--- config.mk ---
export PLATFORM = sky130hd
export DESIGN_NAME = serial_subtractor_flat
export DESIGN_NICKNAME = d
export VERILOG_FILES = /design/src/rtl/sub_pkg.sv /design/src/rtl/serial_subtractor_if.sv /design/src/rtl/serial_subtractor.sv /design/src/flat_wrapper.sv
export SDC_FILE = /design/constraint.sdc
export NUM_CORES = 1
export LEC_CHECK = 0
export ABC_CLOCK_PERIOD_IN_PS = 2100
export CORE_UTILIZATION = 45
export CTS_BUF_LIST = sky130_fd_sc_hd__clkbuf_16
export DETAILED_ROUTE_END_ITERATION = 16
export PLACE_DENSITY = 0.78
export SLEW_MARGIN = 20
export SYNTH_ARGS = -nofsm -noshare
export SYNTH_HDL_FRONTEND = slang
export SYNTH_SLANG_ARGS = --single-unit
--- constraint.sdc ---
create_clock -name clk -period 2.1 [get_ports clk]
set_input_delay 0.315 -clock clk [delete_from_list [all_inputs] [get_ports clk]]
set_output_delay 0.315 -clock clk [all_outputs]
set_load 0.1 [all_outputs]
--- src/rtl/sub_pkg.sv ---
// -----------------------------------------------------------------------------
// sub_pkg
// Shared definitions for the bit-serial subtractor:
//   - FSM state encoding (IDLE, CALC, DONE)
//   - minterm indices of the 3-to-8 decoder output that form the difference
//     bit {1,2,4,7} and the next-borrow bit {1,2,3,7}. The minterm index is
//     {a,b,c} with a as MSB.
//   - masks built from those indices and a one-hot test helper
// -----------------------------------------------------------------------------
package sub_pkg;

   typedef enum logic [1:0] {
      IDLE = 2'd0,
      CALC = 2'd1,
      DONE = 2'd2
   } state_t;

   // Difference bit = odd parity of {a,b,c}
   localparam int unsigned M_D0 = 1;
   localparam int unsigned M_D1 = 2;
   localparam int unsigned M_D2 = 4;
   localparam int unsigned M_D3 = 7;

   // Borrow out of a - b - c
   localparam int unsigned M_B0 = 1;
   localparam int unsigned M_B1 = 2;
   localparam int unsigned M_B2 = 3;
   localparam int unsigned M_B3 = 7;

   localparam logic [7:0] D_MASK = (8'd1 << M_D0) | (8'd1 << M_D1) |
                                   (8'd1 << M_D2) | (8'd1 << M_D3);
   localparam logic [7:0] B_MASK = (8'd1 << M_B0) | (8'd1 << M_B1) |
                                   (8'd1 << M_B2) | (8'd1 << M_B3);

   // True when exactly one bit of v is set
   function automatic logic is_onehot8(input logic [7:0] v);
      logic [3:0] n;
      n = 4'd0;
      for (int i = 0; i < 8; i++) begin
         n = n + {3'd0, v[i]};
      end
      return (n == 4'd1);
   endfunction

endpackage

--- src/rtl/serial_subtractor_if.sv ---
// -----------------------------------------------------------------------------
// serial_subtractor_if
// Operand and result handshakes of the bit-serial subtractor.
//   in_valid/in_ready  : operand transfer (in_x minuend, in_y subtrahend,
//                        in_bin initial borrow)
//   out_valid/out_ready: result transfer (out_diff, out_bout borrow-out)
// Modports: master = producer of operands / consumer of results,
//           slave  = the subtractor.
// -----------------------------------------------------------------------------
interface serial_subtractor_if #(
   parameter int W = 8
);
   logic         in_valid;
   logic         in_ready;
   logic [W-1:0] in_x;
   logic [W-1:0] in_y;
   logic         in_bin;
   logic         out_valid;
   logic         out_ready;
   logic [W-1:0] out_diff;
   logic         out_bout;

   modport master (
      output in_valid, in_x, in_y, in_bin, out_ready,
      input  in_ready, out_valid, out_diff, out_bout
   );

   modport slave (
      input  in_valid, in_x, in_y, in_bin, out_ready,
      output in_ready, out_valid, out_diff, out_bout
   );
endinterface

--- src/rtl/serial_subtractor.sv ---
// -----------------------------------------------------------------------------
// serial_subtractor
// Bit-serial W-bit subtractor. Each CALC cycle the current minuend bit,
// subtrahend bit and running borrow are sent to an external 3-to-8 minterm
// decoder; the returned one-hot minterms are ORed into the difference bit and
// the next borrow. The difference is shifted into a result register LSB first.
//
// Ports:
//   clk, rst_n        clock, asynchronous active-low reset
//   bus (slave)       operand / result valid-ready handshakes
//   dec_a/dec_b/dec_c to decoder: minuend bit, subtrahend bit, borrow
//                     (0 outside CALC)
//   dec_y             decoder outputs {y7..y0}, expected one-hot
//   err               sticky one-hot error flag
//
// Build option: SERIAL_SUB_ONEHOT_CHECK_EN enables the one-hot check on
// dec_y during CALC; when undefined err is tied low.
// -----------------------------------------------------------------------------
module serial_subtractor
   import sub_pkg::*;
#(
   parameter int W = 8
) (
   input  logic                clk,
   input  logic                rst_n,
   serial_subtractor_if.slave  bus,
   output logic                dec_a,
   output logic                dec_b,
   output logic                dec_c,
   input  logic [7:0]          dec_y,
   output logic                err
);

   localparam int CNT_W = $clog2(W);

   state_t             state_q;
   state_t             state_d;
   logic [W-1:0]       x_sh;
   logic [W-1:0]       y_sh;
   logic [W-1:0]       diff_sh;
   logic               borrow;
   logic [CNT_W-1:0]   cnt;
   logic [W-1:0]       res_diff;
   logic               res_bout;

   logic               in_acc;
   logic               calc;
   logic               last;
   logic               d_bit;
   logic               b_next;

   assign calc   = (state_q == CALC);
   assign in_acc = (state_q == IDLE) && bus.in_valid;
   assign last   = (cnt == CNT_W'(W - 1));

   // Minterm OR pair: any set minterm inside the mask raises the bit
   assign d_bit  = |(dec_y & D_MASK);
   assign b_next = |(dec_y & B_MASK);

   // Decoder drive comes from registered state only, gated to CALC
   assign dec_a = calc & x_sh[0];
   assign dec_b = calc & y_sh[0];
   assign dec_c = calc & borrow;

   assign bus.in_ready  = (state_q == IDLE);
   assign bus.out_valid = (state_q == DONE);
   assign bus.out_diff  = res_diff;
   assign bus.out_bout  = res_bout;

   // FSM state register
   always_ff @(posedge clk or negedge rst_n) begin
      if (!rst_n) begin
         state_q <= IDLE;
      end else begin
         state_q <= state_d;
      end
   end

   // FSM next state
   always_comb begin
      state_d = state_q;
      unique case (state_q)
         IDLE: if (bus.in_valid) state_d = CALC;
         CALC: if (last) state_d = DONE;
         DONE: if (bus.out_ready) state_d = IDLE;
         default: state_d = IDLE;
      endcase
   end

   // Serial datapath
   always_ff @(posedge clk or negedge rst_n) begin
      if (!rst_n) begin
         x_sh     <= '0;
         y_sh     <= '0;
         diff_sh  <= '0;
         borrow   <= 1'b0;
         cnt      <= '0;
         res_diff <= '0;
         res_bout <= 1'b0;
      end else if (in_acc) begin
         x_sh    <= bus.in_x;
         y_sh    <= bus.in_y;
         borrow  <= bus.in_bin;
         cnt     <= '0;
         diff_sh <= '0;
      end else if (calc) begin
         x_sh    <= {1'b0, x_sh[W-1:1]};
         y_sh    <= {1'b0, y_sh[W-1:1]};
         diff_sh <= {d_bit, diff_sh[W-1:1]};
         borrow  <= b_next;
         cnt     <= cnt + 1'b1;
         // The result register is loaded with the final shifted value so it
         // holds steady through DONE and the following IDLE/CALC cycles.
         if (last) begin
            res_diff <= {d_bit, diff_sh[W-1:1]};
            res_bout <= b_next;
         end
      end
   end

`ifdef SERIAL_SUB_ONEHOT_CHECK_EN
   logic err_q;

   always_ff @(posedge clk or negedge rst_n) begin
      if (!rst_n) begin
         err_q <= 1'b0;
      end else if (calc && !is_onehot8(dec_y)) begin
         err_q <= 1'b1;
      end
   end

   assign err = err_q;
`else
   assign err = 1'b0;
`endif

endmodule

--- src/flat_wrapper.sv ---
// flat-port wrapper written by rule: the top's interface ports become plain ports
module serial_subtractor_flat import sub_pkg::*;
#(
   parameter int W = 8
)
  (clk, rst_n, dec_a, dec_b, dec_c, dec_y, err, bus_in_valid, bus_in_x, bus_in_y, bus_in_bin, bus_out_ready, bus_in_ready, bus_out_valid, bus_out_diff, bus_out_bout);
  serial_subtractor_if #(.W(W)) bus_i ();
  input  logic clk;
  input  logic rst_n;
  output logic dec_a;
  output logic dec_b;
  output logic dec_c;
  input  logic [7:0] dec_y;
  output logic err;
  input wire logic [$bits(bus_i.in_valid)-1:0] bus_in_valid;
  input wire logic [$bits(bus_i.in_x)-1:0] bus_in_x;
  input wire logic [$bits(bus_i.in_y)-1:0] bus_in_y;
  input wire logic [$bits(bus_i.in_bin)-1:0] bus_in_bin;
  input wire logic [$bits(bus_i.out_ready)-1:0] bus_out_ready;
  output wire logic [$bits(bus_i.in_ready)-1:0] bus_in_ready;
  output wire logic [$bits(bus_i.out_valid)-1:0] bus_out_valid;
  output wire logic [$bits(bus_i.out_diff)-1:0] bus_out_diff;
  output wire logic [$bits(bus_i.out_bout)-1:0] bus_out_bout;
  assign bus_i.in_valid = bus_in_valid;
  assign bus_i.in_x = bus_in_x;
  assign bus_i.in_y = bus_in_y;
  assign bus_i.in_bin = bus_in_bin;
  assign bus_i.out_ready = bus_out_ready;
  assign bus_in_ready = bus_i.in_ready;
  assign bus_out_valid = bus_i.out_valid;
  assign bus_out_diff = bus_i.out_diff;
  assign bus_out_bout = bus_i.out_bout;
  serial_subtractor #(.W(W)) u_core (.clk(clk), .rst_n(rst_n), .bus(bus_i), .dec_a(dec_a), .dec_b(dec_b), .dec_c(dec_c), .dec_y(dec_y), .err(err));
endmodule
==> results of run 1 <==
report_power, final:
part,internal (uW),leakage [uW],switching [uW]
clock network,555,0.0000836,274
registers,1040,0.000480,226
logic,661,0.000434,1350
path summary, 6_finish.rpt:
path                                    from                     end  slack, ns  depth (start not counted)
min                                    rst_n       u_core.diff_sh[2]       0.13                          1
min reg2reg                   u_core.y_sh[5]          u_core.y_sh[5]       0.49                          2
min in group clk              u_core.y_sh[5]          u_core.y_sh[5]       0.49                          2
max                        u_core.state_q[0]                   dec_c       0.24                          3
max reg2reg                    u_core.cnt[0]  u_core.bus.out_diff[4]       0.39                          4
max in group asynchronous              rst_n       u_core.state_q[1]       1.46                          1
per-layer routing:
layer  vias up  wire, um  share of wire  GRT usage
met2        28      1800           0.53      0.339
met1       623      1430           0.42      0.235
met5         -         0              0          0
met4         0        63          0.018     0.0889
li1        593         -              -          -
met3         8       132          0.038     0.0600
state kept, by name, indices dropped and copies added (netlist names):
register / flops
u_core.borrow: 1
u_core.bus.out_bout: 1
u_core.bus.out_diff: 8
u_core.cnt: 3
u_core.diff_sh: 7
u_core.state_q: 2
u_core.x_sh: 8
u_core.y_sh: 8
through the flow:
step,cells,hold slack (ns),power (uW),util,instance area [um^2]
global placement,224,0.443,3200,0.612,2080
global route,232,0.195,4320,0.661,2240
CTS,232,0.157,4120,0.661,2240
floorplan,143,0.0194,2700,-,1620
detailed placement,224,0.449,3290,0.612,2080
finish,232,0.129,4100,0.661,2240
area by class of cell:
type / instances / area (um^2) / share of cell area
Multi-Input combinational cell: 93 / 602 / 0.269
Inverter: 2 / 7.51 / 0.00335
Tap cell: 46 / 57.6 / 0.0257
Timing Repair Buffer: 45 / 458 / 0.204
Clock inverter: 3 / 40.0 / 0.0179
Sequential cell: 38 / 951 / 0.424
Clock buffer: 5 / 125 / 0.0558
worst max-delay path, stage by stage, from the launching register on:
cell     delay [ns]
dfrtp_1        0.58
nor2b_1        0.28
and2_1         0.22
buf_12         0.18
cells by family after synthesis:
family,after synthesis
multiplexers,7
other,1
AO/OA/AOI/OAI,50
AND/OR/NAND/NOR,33
buffers and inverters,12
adder cells (fa/ha/maj),2
flip-flops,38
placed cells by master, fill, tap and decap left out, types with 2 or more instances in the layout:
cell type        count
a32o_1               2
a22o_1               8
a21oi_1              4
nor2b_1              5
and2_1               3
buf_12               5
clkinv_2             2
o21ai_0             20
inv_1                2
nor4_1               2
buf_4               15
ha_1                 2
clkdlybuf4s50_1     24
clkbuf_16            5
a22oi_1             14
nand2b_1             2
mux2_2               7
nand2_1             17
o21bai_1             2
dfrtp_1             38
==> key figures, run 1 <==
CTS
  – Post-CTS sizing: 0
  – Clock buffer count from CTS: 5
  – Max H-tree Level: 2
  – Post-CTS Setup Bufs: 0
  – CTS sink cnt: 38
  – Worst skew pair latency: 0.28 ns
  – CTS tree: built
  – Post-CTS Hold Fix Bufs: 0
  – CTS max path bufs: 2
  – Clk root buf: clkbuf_16
  – Clk slew on worst S/H paths: 0.06 ns

Cells and area
  – Nets: between 200 and 250
  – N_diodes: 0
  – P&R area growth vs syn: 38.6%
  – Share of cells above drive strength 1: 0.199
  – Fillers: 268

GRT
  – GRT Total Usage: 0.200
  – Initial antenna violation count: 0
  – GR Overflow Total: 0
  – Largest net degree at the start of global routing: 39
  – First-pass GRT wire length: 5.39 mm
  – Vias in the first global route: about 1200

STA
  – Achievable Freq: ~540 MHz
  – Setup tns final: 0 ns
  – PnR worst setup slack: about 0.24 ns
  – Clock skew: around 0.0055 ns
  – Slew @ Worst Pin: 0.807 ns
  – Final Cycle Share: 0.885
  – Setup violators final: 0
  – Fin. max-slew vios: 0
  – Max_slew headroom: 0.462
  – Final Hold Vio Count: 0
  – RSZ-0062 raised after global routing: false
  – Final critical-path required period: 1.86 ns

Critical path
  – Crit. End Element: output pin
  – Startpoint Class: flop
  – Critical path fanouts, max: 12
  – Worst Path Arrival: 1.54 ns
  – Crit Path Class: flop to output pin
  – CP Data Required Time: between 1.5 and 2 ns

Synth
  – Mapped Area: 1620 um^2
  – Area contributors post-synth: dfrtp_1 (59%), a22oi_1 (6.5%), o21ai_0 (6.2%)
  – Most numerous cell in the Yosys netlist: dfrtp_1
  – Mux cell area share after synthesis: 0.0488
  – Cells after Synth: 143
  – Library cells used by synthesis: 22
  – Yosys warns: 0
  – Adder-Cell Fraction of Synth Area: 0.0155
  – Post-synthesis compound-gate area fraction: 0.204
  – Synth top area share: 0.588
  – Post-Synth Simple-Gate Area: 0.0998
  – Async S/R FF share, synth: 1.00
  – Seq/Total Area, Yosys: 0.588
  – XOR/XNOR share of the synthesized area: 0
  – Synth top cells by count: dfrtp_1 (38), o21ai_0 (20), nand2_1 (17)
  – Largest family of logic cells by synthesized area: compound AO/OA/AOI/OAI gates
  – Syn Nets: ~170
  – EDFF count, synth: 0
  – Post-synthesis area per instance: 11.3 um^2
  – #FFs+latches synth: 38
  – Dominant cell type by area after synthesis: dfrtp_1
  – Top_reg_cell synth: dfrtp_1

Power
  – PwrDens: roughly 1800 nW/um^2
  – VDD IR-drop max: 0.700 mV
  – P_leak: about 0.0010 uW

Die
  – Die area: 3840 um^2
  – Starting density of the core: 0.477
  – Cell Rows: 21
  – Die H: around 62 um
  – Core area: ~3400 um^2
  – I/O pins: 44
  – Die W: approximately 62 um

Placed design
  – Detail Placement HPWL: approximately 2.4 mm
  – Dpl ws: around 0.28 ns
  – IO buf count: 39
  – Routability cong.: a little over 0.7

Run status
  – Status: completed

Detailed routing
  – Drt total wl: 3.43 mm
  – Wire per inst: ~15 um
  – First-pass iteration count of the detailed router: 5
  – Drt initial violations: 53
  – Via total after detailed routing: 1252
  – Post-route DRC: 0
  – Routed Antenna Nets: 0
  – Vias per cell: 5.40

Hold path
  – HP Class: primary input to async pin

Run
  – Maxcap violations: 0
Power figures use the tool's default switching activity.
==> inputs of run 2 (changes only) <==
--- a/config.mk
+++ b/config.mk
@@ -5,11 +5,11 @@
 export SDC_FILE = /design/constraint.sdc
 export NUM_CORES = 1
 export LEC_CHECK = 0
-export ABC_CLOCK_PERIOD_IN_PS = 2100
-export CORE_UTILIZATION = 45
+export ABC_CLOCK_PERIOD_IN_PS = 1550
+export CORE_UTILIZATION = 42
 export CTS_BUF_LIST = sky130_fd_sc_hd__clkbuf_16
 export DETAILED_ROUTE_END_ITERATION = 16
-export PLACE_DENSITY = 0.78
+export PLACE_DENSITY = 0.77
 export SLEW_MARGIN = 20
 export SYNTH_ARGS = -nofsm -noshare
 export SYNTH_HDL_FRONTEND = slang
==> constraint.sdc (replaced) <==
create_clock -name clk -period 1.55 [get_ports clk]
set_input_delay 0.2325 -clock clk [delete_from_list [all_inputs] [get_ports clk]]
set_output_delay 0.2325 -clock clk [all_outputs]
set_load 0.1 [all_outputs]
==> key figures, run 2 (same netlist as run 1, synthesis figures left out) <==
Hold path
  – Worst hold stages: 2
  – Hold Crit Start: u_core.x_sh[1]
  – HP Class: flop to flop
  – Worst Hold Path EP: u_core.x_sh[1]

STA
  – Worst hold slack: 0.484 ns (+0.356 ns)
  – Setup violators final: 0 (unchanged)
  – Slew @ Worst Pin: 0.604 ns (-0.203 ns)
  – Achievable Freq: about 670 MHz
  – Fin. max-slew vios: 0 (unchanged)
  – RSZ-0062 raised after global routing: false
  – Final critical-path required period: between 1 and 1.5 ns
  – Max_slew headroom: 0.597 (+0.136)
  – Final Hold Vio Count: 0 (unchanged)
  – Final Cycle Share: 0.965
  – Clock skew: 0.00270 ns (-0.00280 ns)
  – Setup tns final: 0 ns (unchanged)

Critical path
  – Worst Path Arrival: 1.26 ns (-0.28 ns)
  – Crit. End Element: output pin
  – Critical Path Max Stage Delay: 0.43 ns (-0.15 ns)
  – R2R cell count: 5 (+1)
  – FF-to-FF Start: u_core.cnt[0]
  – Worst R2R End: u_core.bus.out_diff[6]
  – Slowest CP cell: dfrtp_2
  – Buffers & Inverters on Critical Path: 1 (unchanged)
  – R2R Setup Slk: 0.07 ns (-0.32 ns)
  – Crit Path Class: flop to output pin
  – Critical path origin: u_core.state_q[0]
  – CP Data Required Time: 1.32 ns (-0.46 ns)
  – Startpoint Class: flop
  – Critical path fanouts, max: 4 (-8)
  – Crit path max-delay family: flip-flops
  – Critical path, cell by cell: nor2b_2, and2_2, buf_12

CTS
  – CTS tree: built
  – Max H-tree Level: 2 (unchanged)
  – Worst skew pair latency: 0.28 ns (about the same)
  – CTS sink cnt: 38 (unchanged)
  – Clk root buf: clkbuf_16
  – Clk slew on worst S/H paths: 0.05 ns (about the same)
  – Clock buffer count from CTS: 5 (unchanged)
  – CTS max path bufs: 2 (unchanged)

Power
  – P_leak: 0.00109 uW (+9.0%)
  – PwrDens: 2460 nW/um^2 (+34%)
  – VDD IR-drop max: 0.981 mV (+40%)

Detailed routing
  – Drt initial violations: 48 (-9.4%)
  – Wire per inst: 14.9 um (+0.99%)
  – Post-route DRC: 0 (unchanged)
  – Routed Antenna Nets: 0 (unchanged)
  – Drt total wl: 3.66 mm (+6.6%)
  – Via total after detailed routing: 1317 (+5.2%)
  – Vias per cell: 5.38 (-0.39%)
  – First-pass iteration count of the detailed router: 5 (unchanged)

Die
  – Core area: 3690 um^2 (+8.8%)
  – I/O pins: 44 (unchanged)
  – Die H: 64.0 um (+3.4%)
  – Die area: 4100 um^2 (+6.9%)
  – Cell Rows: 22 (+4.8%)
  – Starting density of the core: 0.438 (-0.0387)
  – Die W: 64.0 um (+3.4%)

Cells and area
  – Final core utilization: 0.670 (+0.00916)
  – Share of cells above drive strength 1: 0.284 (+0.0853)
  – Commonest non-fill, non-tap cell in the layout: dfrtp_1
  – Fillers: 292 (+9.0%)
  – Commonest cells after routing, fill and taps aside: dfrtp_1 (37), clkdlybuf4s50_1 (24), o21ai_0 (20), nand2_1 (17)
  – Area of the multi-input gates: 619 um^2 (+2.9%)
  – N_diodes: 0 (unchanged)
  – P&R area growth vs syn: 52.9%
  – Nets: 227 (+5.1%)
  – Register area: 952 um^2 (+0.13%)

Run
  – Maxcap violations: 0 (unchanged)

Placed design
  – Routability cong.: 0.732 (+1.9%)
  – Detail Placement HPWL: 2.60 mm (+8.8%)
  – IO buf count: 39 (unchanged)

GRT
  – Initial antenna violation count: 0 (unchanged)
  – GR Overflow Total: 0 (unchanged)
  – Vias in the first global route: 1369 (+16%)
  – Met3 Use GR: 0.0679 (+0.00782)
  – Largest net degree at the start of global routing: 29 (-26%)
  – Busiest grt layer: met2
  – GRT Total Usage: 0.197 (-0.00302)
  – Routing usage on met1: 0.218 (-0.0164)
  – Met2 Track Usage GR: 0.342 (+0.00228)
  – First-pass GRT wire length: 6.04 mm (+12%)

Run status
  – Status: completed
-- run 2: cell types whose count changed in the layout (fill, tap and decap cells not counted), moves of 2 or more --
cell    delta
buf_12    +10
and2_1     -3
and2_2     +3
ha_1       -2
ha_2       +2
-- run 2: where the power goes --
| part | switching (uW) | internal (uW) |
|---|---|---|
| registers | 331 | 1410 |
| clock network | 362 | 751 |
| logic | 1910 | 1310 |
| total | 2600 | 3470 |
-- run 2: repair_timing --
item                                   CTS  global route
setup endpoints to repair                9             9
endpoints found under the hold margin   27             0
cloned                                   0             0
hold buffers                             1             0
pin swaps                                1             1
resized for setup                        2             4
setup buffers                            3             2
-- run 2: worst max path at each step --
| stage | slack, ns | end | cells after the start |
|---|---|---|---|
| 3_5_place_dp | -0.14 | u_core.x_sh[2] | 4 |
| 2_1_floorplan | 0.01 | bus_out_valid | 3 |
| 6_report | 0.05 | dec_b | 3 |
| 5_1_grt | 0.008 | u_core.bus.out_diff[6] | 5 |
| 4_1_cts | 0.002 | u_core.bus.out_diff[6] | 5 |
| 3_3_place_gp | 0.009 | u_core.x_sh[4] | 4 |
-- run 2: final cells by class --
type,count,share of cell area
tap,48,0.0243
timing repair buffer,56,0.270
multi-input combinational,93,0.251
inverter,2,0.00304
clock buffer,5,0.0506
clock inverter,3,0.0162
sequential,38,0.385
-- run 2: metal layers --
layer	share of wire	up-vias
met5	0	-
met4	0.0068	0
met3	0.048	4
met2	0.55	37
met1	0.39	657
li1	-	619
-- run 2: tightest hold or removal path: stages (launching register included) --
cell,delay (ns)
dfrtp_1,0.33
nand2_1,0.05
o21ai_0,0.06
-- run 2: through the flow --
step                setup slack, ns  total power (uW)  cell area (um^2)  std cells
global placement            0.00943              4750              2250        231
floorplan                    0.0120              3680              1630        143
CTS                         0.00230              6050              2450        243
global route                0.00820              6360              2470        245
finish                       0.0536              6070              2470        245
detailed placement           -0.139              4860              2250        231
